==> config.mk <==
export PLATFORM = sky130hd
export DESIGN_NAME = bubble_sort_n_flat
export DESIGN_NICKNAME = d
export VERILOG_FILES = /design/src/rtl/bubble_sort_n_if.sv /design/src/rtl/bubble_sort_n.sv /design/src/flat_wrapper.sv
export SDC_FILE = /design/constraint.sdc
export NUM_CORES = 1
export LEC_CHECK = 0
export CORE_MARGIN = 4
export CORE_UTILIZATION = 50
export DETAILED_ROUTE_END_ITERATION = 10
export HOLD_SLACK_MARGIN = 0.03
export PLACE_DENSITY = 0.68
export SKIP_LAST_GASP = 1
export SLEW_MARGIN = 30
export SYNTH_ARGS = -nofsm -noshare
export SYNTH_HDL_FRONTEND = slang
export SYNTH_SLANG_ARGS = --single-unit
==> constraint.sdc <==
create_clock -name clk -period 3.61 [get_ports clk]
set_input_delay 0.5415 -clock clk [delete_from_list [all_inputs] [get_ports clk]]
set_output_delay 0.5415 -clock clk [all_outputs]
set_load 0.02 [all_outputs]
==> src/rtl/bubble_sort_n_if.sv <==
// Serial block-sorter bus: input word stream, output word stream and busy status.
interface bubble_sort_n_if #(
  parameter int unsigned WIDTH = 32
) ();
  logic [WIDTH-1:0] data_serial_i;
  logic             data_valid_i;
  logic             data_ready_o;
  logic             descend_i;
  logic [WIDTH-1:0] data_serial_o;
  logic             data_valid_o;
  logic             data_ready_i;
  logic             busy_o;

  modport slave (
    input  data_serial_i, data_valid_i, descend_i, data_ready_i,
    output data_ready_o, data_serial_o, data_valid_o, busy_o
  );

  modport master (
    output data_serial_i, data_valid_i, descend_i, data_ready_i,
    input  data_ready_o, data_serial_o, data_valid_o, busy_o
  );
endinterface

==> src/rtl/bubble_sort_n.sv <==
// Block sorter: loads DEPTH words serially, runs DEPTH odd-even transposition phases,
// then streams the sorted block out serially.
module bubble_sort_n #(
  parameter int unsigned WIDTH  = 32,
  parameter int unsigned DEPTH  = 8,
  parameter bit          SIGNED = 1'b1
) (
  input  logic            clk,
  input  logic            rst,
  bubble_sort_n_if.slave  bus
);

  localparam int unsigned IW      = $clog2(DEPTH);
  localparam logic [IW-1:0] LastIdx = IW'(DEPTH - 1);

  typedef enum logic [1:0] {StLoad, StSort, StUnload} state_e;

  state_e           state_q, state_d;
  logic [IW-1:0]    idx_q, idx_d;
  logic [IW-1:0]    ph_q, ph_d;
  logic             desc_q, desc_d;
  logic [WIDTH-1:0] mem_q [DEPTH];
  logic [WIDTH-1:0] mem_d [DEPTH];
  logic             ready, valid;

  function automatic logic greater(input logic [WIDTH-1:0] a, input logic [WIDTH-1:0] b);
    if (SIGNED) return $signed(a) > $signed(b);
    return a > b;
  endfunction

  // Handshake outputs are forced idle while reset is held, whatever the state.
  always_comb begin
    ready             = ~rst && (state_q == StLoad);
    valid             = ~rst && (state_q == StUnload);
    bus.data_ready_o  = ready;
    bus.data_valid_o  = valid;
    bus.data_serial_o = valid ? mem_q[idx_q] : '0;
    bus.busy_o        = ~rst && ((state_q != StLoad) || (idx_q != '0));
  end

  always_comb begin
    state_d = state_q;
    idx_d   = idx_q;
    ph_d    = ph_q;
    desc_d  = desc_q;
    mem_d   = mem_q;
    unique case (state_q)
      StLoad: begin
        if (bus.data_valid_i && ready) begin
          mem_d[idx_q] = bus.data_serial_i;
          if (idx_q == '0) desc_d = bus.descend_i;
          if (idx_q == LastIdx) begin
            state_d = StSort;
            idx_d   = '0;
            ph_d    = '0;
          end else begin
            idx_d = idx_q + 1'b1;
          end
        end
      end
      StSort: begin
        // Pairs starting at even i on even phases, odd i on odd phases; pairs are disjoint.
        for (int i = 0; i < int'(DEPTH) - 1; i++) begin
          if (((i % 2) == 1) == ph_q[0]) begin
            if (desc_q ? greater(mem_q[i+1], mem_q[i]) : greater(mem_q[i], mem_q[i+1])) begin
              mem_d[i]   = mem_q[i+1];
              mem_d[i+1] = mem_q[i];
            end
          end
        end
        ph_d = ph_q + 1'b1;
        if (ph_q == LastIdx) begin
          state_d = StUnload;
          ph_d    = '0;
        end
      end
      StUnload: begin
        if (valid && bus.data_ready_i) begin
          if (idx_q == LastIdx) begin
            state_d = StLoad;
            idx_d   = '0;
          end else begin
            idx_d = idx_q + 1'b1;
          end
        end
      end
      default: state_d = StLoad;
    endcase
  end

  always_ff @(posedge clk) begin
    if (rst) begin
      state_q <= StLoad;
      idx_q   <= '0;
      ph_q    <= '0;
      desc_q  <= 1'b0;
      for (int i = 0; i < int'(DEPTH); i++) mem_q[i] <= '0;
    end else begin
      state_q <= state_d;
      idx_q   <= idx_d;
      ph_q    <= ph_d;
      desc_q  <= desc_d;
      mem_q   <= mem_d;
    end
  end

endmodule

==> src/flat_wrapper.sv <==
// flat-port wrapper written by rule: the top's interface ports become plain ports
module bubble_sort_n_flat 
#(
  parameter int unsigned WIDTH  = 32,
  parameter int unsigned DEPTH  = 8,
  parameter bit          SIGNED = 1'b1
)
  (clk, rst, bus_data_serial_i, bus_data_valid_i, bus_descend_i, bus_data_ready_i, bus_data_ready_o, bus_data_serial_o, bus_data_valid_o, bus_busy_o);
  bubble_sort_n_if #(.WIDTH(WIDTH)) bus_i ();
  input  logic clk;
  input  logic rst;
  input wire logic [$bits(bus_i.data_serial_i)-1:0] bus_data_serial_i;
  input wire logic [$bits(bus_i.data_valid_i)-1:0] bus_data_valid_i;
  input wire logic [$bits(bus_i.descend_i)-1:0] bus_descend_i;
  input wire logic [$bits(bus_i.data_ready_i)-1:0] bus_data_ready_i;
  output wire logic [$bits(bus_i.data_ready_o)-1:0] bus_data_ready_o;
  output wire logic [$bits(bus_i.data_serial_o)-1:0] bus_data_serial_o;
  output wire logic [$bits(bus_i.data_valid_o)-1:0] bus_data_valid_o;
  output wire logic [$bits(bus_i.busy_o)-1:0] bus_busy_o;
  assign bus_i.data_serial_i = bus_data_serial_i;
  assign bus_i.data_valid_i = bus_data_valid_i;
  assign bus_i.descend_i = bus_descend_i;
  assign bus_i.data_ready_i = bus_data_ready_i;
  assign bus_data_ready_o = bus_i.data_ready_o;
  assign bus_data_serial_o = bus_i.data_serial_o;
  assign bus_data_valid_o = bus_i.data_valid_o;
  assign bus_busy_o = bus_i.busy_o;
  bubble_sort_n #(.WIDTH(WIDTH), .DEPTH(DEPTH), .SIGNED(SIGNED)) u_core (.clk(clk), .rst(rst), .bus(bus_i));
endmodule
After elaboration in Yosys (flattened, before gate mapping). Cells that the tools add are included.

Register bits after elaboration: 265. Output and inout port bits: 35.

Equality and inequality tests: 12. $add $sub $neg: 2. $lt $le $gt $ge: 30. Reduce and logical (&&, ||, !) cells: 20. Bitwise logic cells: 2. Muxes and demuxes: 91.

Operator list (number): 64-bit two-way mux (15); 32-bit > comparator (28); 256-bit one-hot mux with 2 select lines (1); 256-bit bitwise mux (1); 256-bit two-way mux (1); 32-bit two-way mux (4); 32-bit binary-select mux with 3-bit select (1); 32-bit demux with 3-bit select (1); 1-bit two-way mux (53); 3-bit two-way mux (6); 3-bit one-hot mux with 2 select lines (2); 2-bit two-way mux (5); 2-bit inequality test, second input constant (5); 3-bit AND reduction (3); 4-bit AND reduction (2); 3-bit by 1-bit adder with 3-bit output, second input constant (2); 3-bit == test, second input constant (2); 1-bit logical AND (6); 2-bit by 1-bit inequality test with 1-bit output, second input constant (3); 2-bit one-hot mux with 3 select lines (1); 2-bit nonzero test (3); 5-bit AND reduction (1); 4-bit >= comparator, second input constant (1); 4-bit by 1-bit < comparator with 1-bit output, second input constant (1); 9 further kinds (9).

Longest topological paths before layout.
Depth after elaboration: 22. Mapped depth: 13.

Least setup slack after synthesis. OpenSTA, ideal clock, no wires.

Path type: flip-flop to flip-flop. Start point: register u_core.mem_q[205] (netlist bit). End point: register u_core.mem_q[217] (netlist bit). Arrival time: 2.845 ns. Clock period less this slack: 2.975 ns. Setup time: 0.130 ns. Path slack: 0.635 ns. Stages on the path, launching flop included: 14. Path through: dfxtp_1 > inv_1 > ha_1 > a21o_1 > a21o_1 > a221o_1 > a211o_1 > a21oi_1 > mux2i_1 > clkbuf_1 > clkbuf_1 > nand3_1 > mux2i_1 > o22ai_1.

Cells in the longest elaborated chain, start to end: 11. Elaborated cells on any way between the ends: 28.

RTL lines: start, declared (RTL line bubble_sort_n.sv:22) `logic [WIDTH-1:0] mem_q [DEPTH];`; start signal, assigned (RTL line bubble_sort_n.sv:103) `mem_q <= mem_d;`; 32-bit > comparator, on equally long branches (RTL line bubble_sort_n.sv:28, bubble_sort_n.sv:27); 1-bit two-way mux (RTL line bubble_sort_n.sv:28) `return a > b;`; 1-bit two-way mux (RTL line bubble_sort_n.sv:64) `if (((i % 2) == 1) == ph_q[0]) begin`; 1-bit two-way mux (RTL line bubble_sort_n.sv:47) `unique case (state_q)`; 1-bit two-way mux (RTL line bubble_sort_n.sv:65) `if (desc_q ? greater(mem_q[i+1], mem_q[i]) : greater(mem_q[i], mem_q[i+1])) begin`; 64-bit two-way mux (RTL line bubble_sort_n.sv:65); 64-bit two-way mux (RTL line bubble_sort_n.sv:64); 64-bit two-way mux (RTL line bubble_sort_n.sv:65); 64-bit two-way mux * (RTL line bubble_sort_n.sv:64); 64-bit two-way mux * (RTL line bubble_sort_n.sv:47); 256-bit one-hot mux with 2 select lines * (RTL line bubble_sort_n.sv:47).

Mark *: on every way between the ends. The rest lies on a longest branch, timed or not. The select of a mux whose other input is x is not followed. A chain may end at the register's enable or synchronous reset.

Final worst setup path.
Start point: register u_core.mem_q[103] (netlist bit). End point: register u_core.mem_q[112] (netlist bit).

Cells in the longest elaborated chain, start to end: 10. Elaborated cells on any way between the ends: 27.

RTL lines (RTL line): 32-bit > comparator, on equally long branches (bubble_sort_n.sv:28, bubble_sort_n.sv:27); 1-bit two-way mux (bubble_sort_n.sv:28); 1-bit two-way mux (bubble_sort_n.sv:64); 1-bit two-way mux (bubble_sort_n.sv:47); 1-bit two-way mux (bubble_sort_n.sv:65); 64-bit two-way mux (bubble_sort_n.sv:65); 64-bit two-way mux (bubble_sort_n.sv:64); 64-bit two-way mux (bubble_sort_n.sv:65); 64-bit two-way mux * (bubble_sort_n.sv:64); 256-bit one-hot mux with 2 select lines * (bubble_sort_n.sv:47).

Marks and branches as above.

==> reports/qor.csv <==
metric,value,unit
status,"finished, final reports clean",
final wirelength,93.5,mm
Synth top area share,23.7,%
Post-synth ARST share,0,%
CTS buffer count,35,
Detail Route Antenna Nets,0,
LEAKAGE,0.0107,uW
Worst Path Max Fanout,17,
die area,48300,um2
syn_area_per_cell,7.55,um2
PortBufs,71,
Placer Congestion,0.968,
grt ovf,0,
Synth Flop Type,dfxtp_1,
Crit Path Category,reg -> reg,
via count,25000,
estimated wirelength of the detail-placed design,64.6,mm
Die Ht,220,um
number of enable flip-flop cells after synthesis,0,
Pre-Repair DR Iteration Count,8,
Total Routing Usage GR,37.2,%
root buf cell,clkbuf_16,
CTS Hold Bufs,0,
Placed Instance Area,24700,um2
"Reg clk slew, reported paths",0.06,ns
max_cap viols,0,
share of cells above drive strength 1,9.34,%
"commonest non-fill, non-tap cell in the layout",a21oi_1,
drt via density,6.91,
Final #Nets,3308,
CP required,4.01,ns
worst vdd ir,0.249,mV
Area contributors post-synth,"dfxtp_1 24%, ha_1 15%, a21oi_1 7.7%, mux2i_1 5.9%, nor2_1 4.6%",
CP arrival,3.93,ns
RSZ-0062 raised after global routing,yes,
"Seq/Total Area, Yosys",23.7,%
Syn Inst Count,2970,
CP endpoint kind,flop,
area grow syn2layout,16.0,%
final slew viol count,0,
row count,77,
CTS Buffer Depth,3,
WHS,0.479,ns
Iter 0 DRT Violations,3652,
most frequent cells in the layout,"341 x a21oi_1, 273 x nor2_1, 261 x ha_1",
"Net Count, Synth",3268,
DIE WIDTH,220,um
CTS Sinks,265,
post-synth cell types,60,
Final setup violation count,0,
largest net degree at the start of global routing,92,
shortest period the worst path allows,3.53,ns
maximum clock rate,0.283,GHz
H-tree levels,2,
Clock Skews,0.0212,ns
final hold vios,0,
CTS tree,yes,
initial antenna violation count,2,
Remaining DRCs,0,
synthesized area,22400,um2
Top Ports,72,
dominant cell type by area after synthesis,dfxtp_1,
worst min path class,reg -> reg,
fin crit share,97.9,%
post-route cell area,26000,um2
vias in the first global route,24000,
Worst-Margin Slew,0.890,ns
diode count,0,
first-pass GRT wire length,141,mm
CP startpoint kind,flop,
relative slew slack,40.7,%
drt wl/cell,25.8,um
yosys warns,0,
Starting Density,50.7,%
Yosys reg bits,265,
Core ar.,44200,um2
pwr dens,301,nW/um2
worst skew pair latency,0.56,ns
## synth_stat cells (45+ instances only)
| master | n |
|---|---|
| nor2_1 | 276 |
| o22ai_1 | 65 |
| mux2i_1 | 133 |
| a21oi_1 | 347 |
| o21ai_0 | 197 |
| a21o_1 | 84 |
| a22oi_1 | 133 |
| nand3_1 | 80 |
| nor3_1 | 45 |
| clkbuf_1 | 201 |
| inv_1 | 236 |
| a31oi_1 | 71 |
| ha_1 | 261 |
| dfxtp_1 | 265 |
| nand2_1 | 125 |
## power by group
group	switching [uW]	internal, uW	total, uW
registers	59.3	2960	3020
clock network	1460	2030	3490
logic	821	483	1300
total	2340	5480	7820
## metrics by stage
stage	power, uW	std cells	worst slack (ns)	setup TNS [ns]	utilization [%]
after floorplan	3820	2970	0.635	0	-
after global placement	4280	3561	-0.0579	-1.44	55.8
after detailed placement	4310	3561	-0.109	-2.27	55.8
after CTS	7750	3617	-0.0681	-0.0681	58.4
after global routing	8020	3621	-0.00253	-0.00510	58.8
final	7820	3621	0.0751	0	58.8
## metal layers
layer  GRT usage, %  vias up  wire length [um]
met3           6.62      412              9840
met1           47.8    11700             36300
met2           58.5     1716             41000
met4           22.3        2              6330
li1               -    11200                 -
met5              0        -                16
## area by class of cell
class,count,area [um2]
clock buffers,51,1030
clock inverters,5,50.0
fillers,3986,18200
inverters,236,886
multi-input cells,2235,15700
flip-flops and latches,265,5310
well taps,592,741
repair buffers,237,2330
## critical path: stages (launching register included)
cell and delay [ns]:
dfxtp_1 0.46, ha_1 0.29, a21oi_1 0.23, o21ai_0 0.22, a221o_1 0.48, o31a_1 0.30
or4_1 0.53, nand4_4 0.17, buf_12 0.22, mux2i_1 0.25, a21o_1 0.14, a21oi_1 0.05
## flip-flops by register name, summed over array words and instances, names as in the netlist
signal / count
u_core.state_q: 2
u_core.ph_q: 3
u_core.desc_q: 1
u_core.mem_q: 256
u_core.idx_q: 3
## final timing paths
| path | start | endpoint | slack, ns | cells past startpoint |
|---|---|---|---|---|
| max | u_core.mem_q[103]$_SDFFE_PP0P_ | u_core.mem_q[112]$_SDFFE_PP0P_ | 0.08 | 11 |
| min | u_core.ph_q[2]$_SDFFE_PP0P_ | u_core.ph_q[2]$_SDFFE_PP0P_ | 0.48 | 2 |
| max reg2reg | u_core.mem_q[103]$_SDFFE_PP0P_ | u_core.mem_q[112]$_SDFFE_PP0P_ | 0.08 | 11 |
| min reg2reg | u_core.ph_q[2]$_SDFFE_PP0P_ | u_core.ph_q[2]$_SDFFE_PP0P_ | 0.48 | 2 |
## repair_timing
item | 4_1_cts | 5_1_grt
gates resized for setup | 14 | 27
gates cloned | 0 | 1
pin swaps | 0 | 1
setup buffers | 0 | 3
setup endpoints to repair | 48 | 160
## logic make-up (layout without fill, tap and decap cells)
kind of cell,count (synthesis),in the layout,share of synthesized area [%]
AND/OR/NAND/NOR,634,634,12.9
adder cells (fa/ha/maj),261,261,14.6
flip-flops,265,265,23.7
buffers and inverters,470,529,8.05
multiplexers,136,136,6.09
AO/OA/AOI/OAI,1204,1204,34.7
Note: power is estimated with default switching activity, not from simulation.
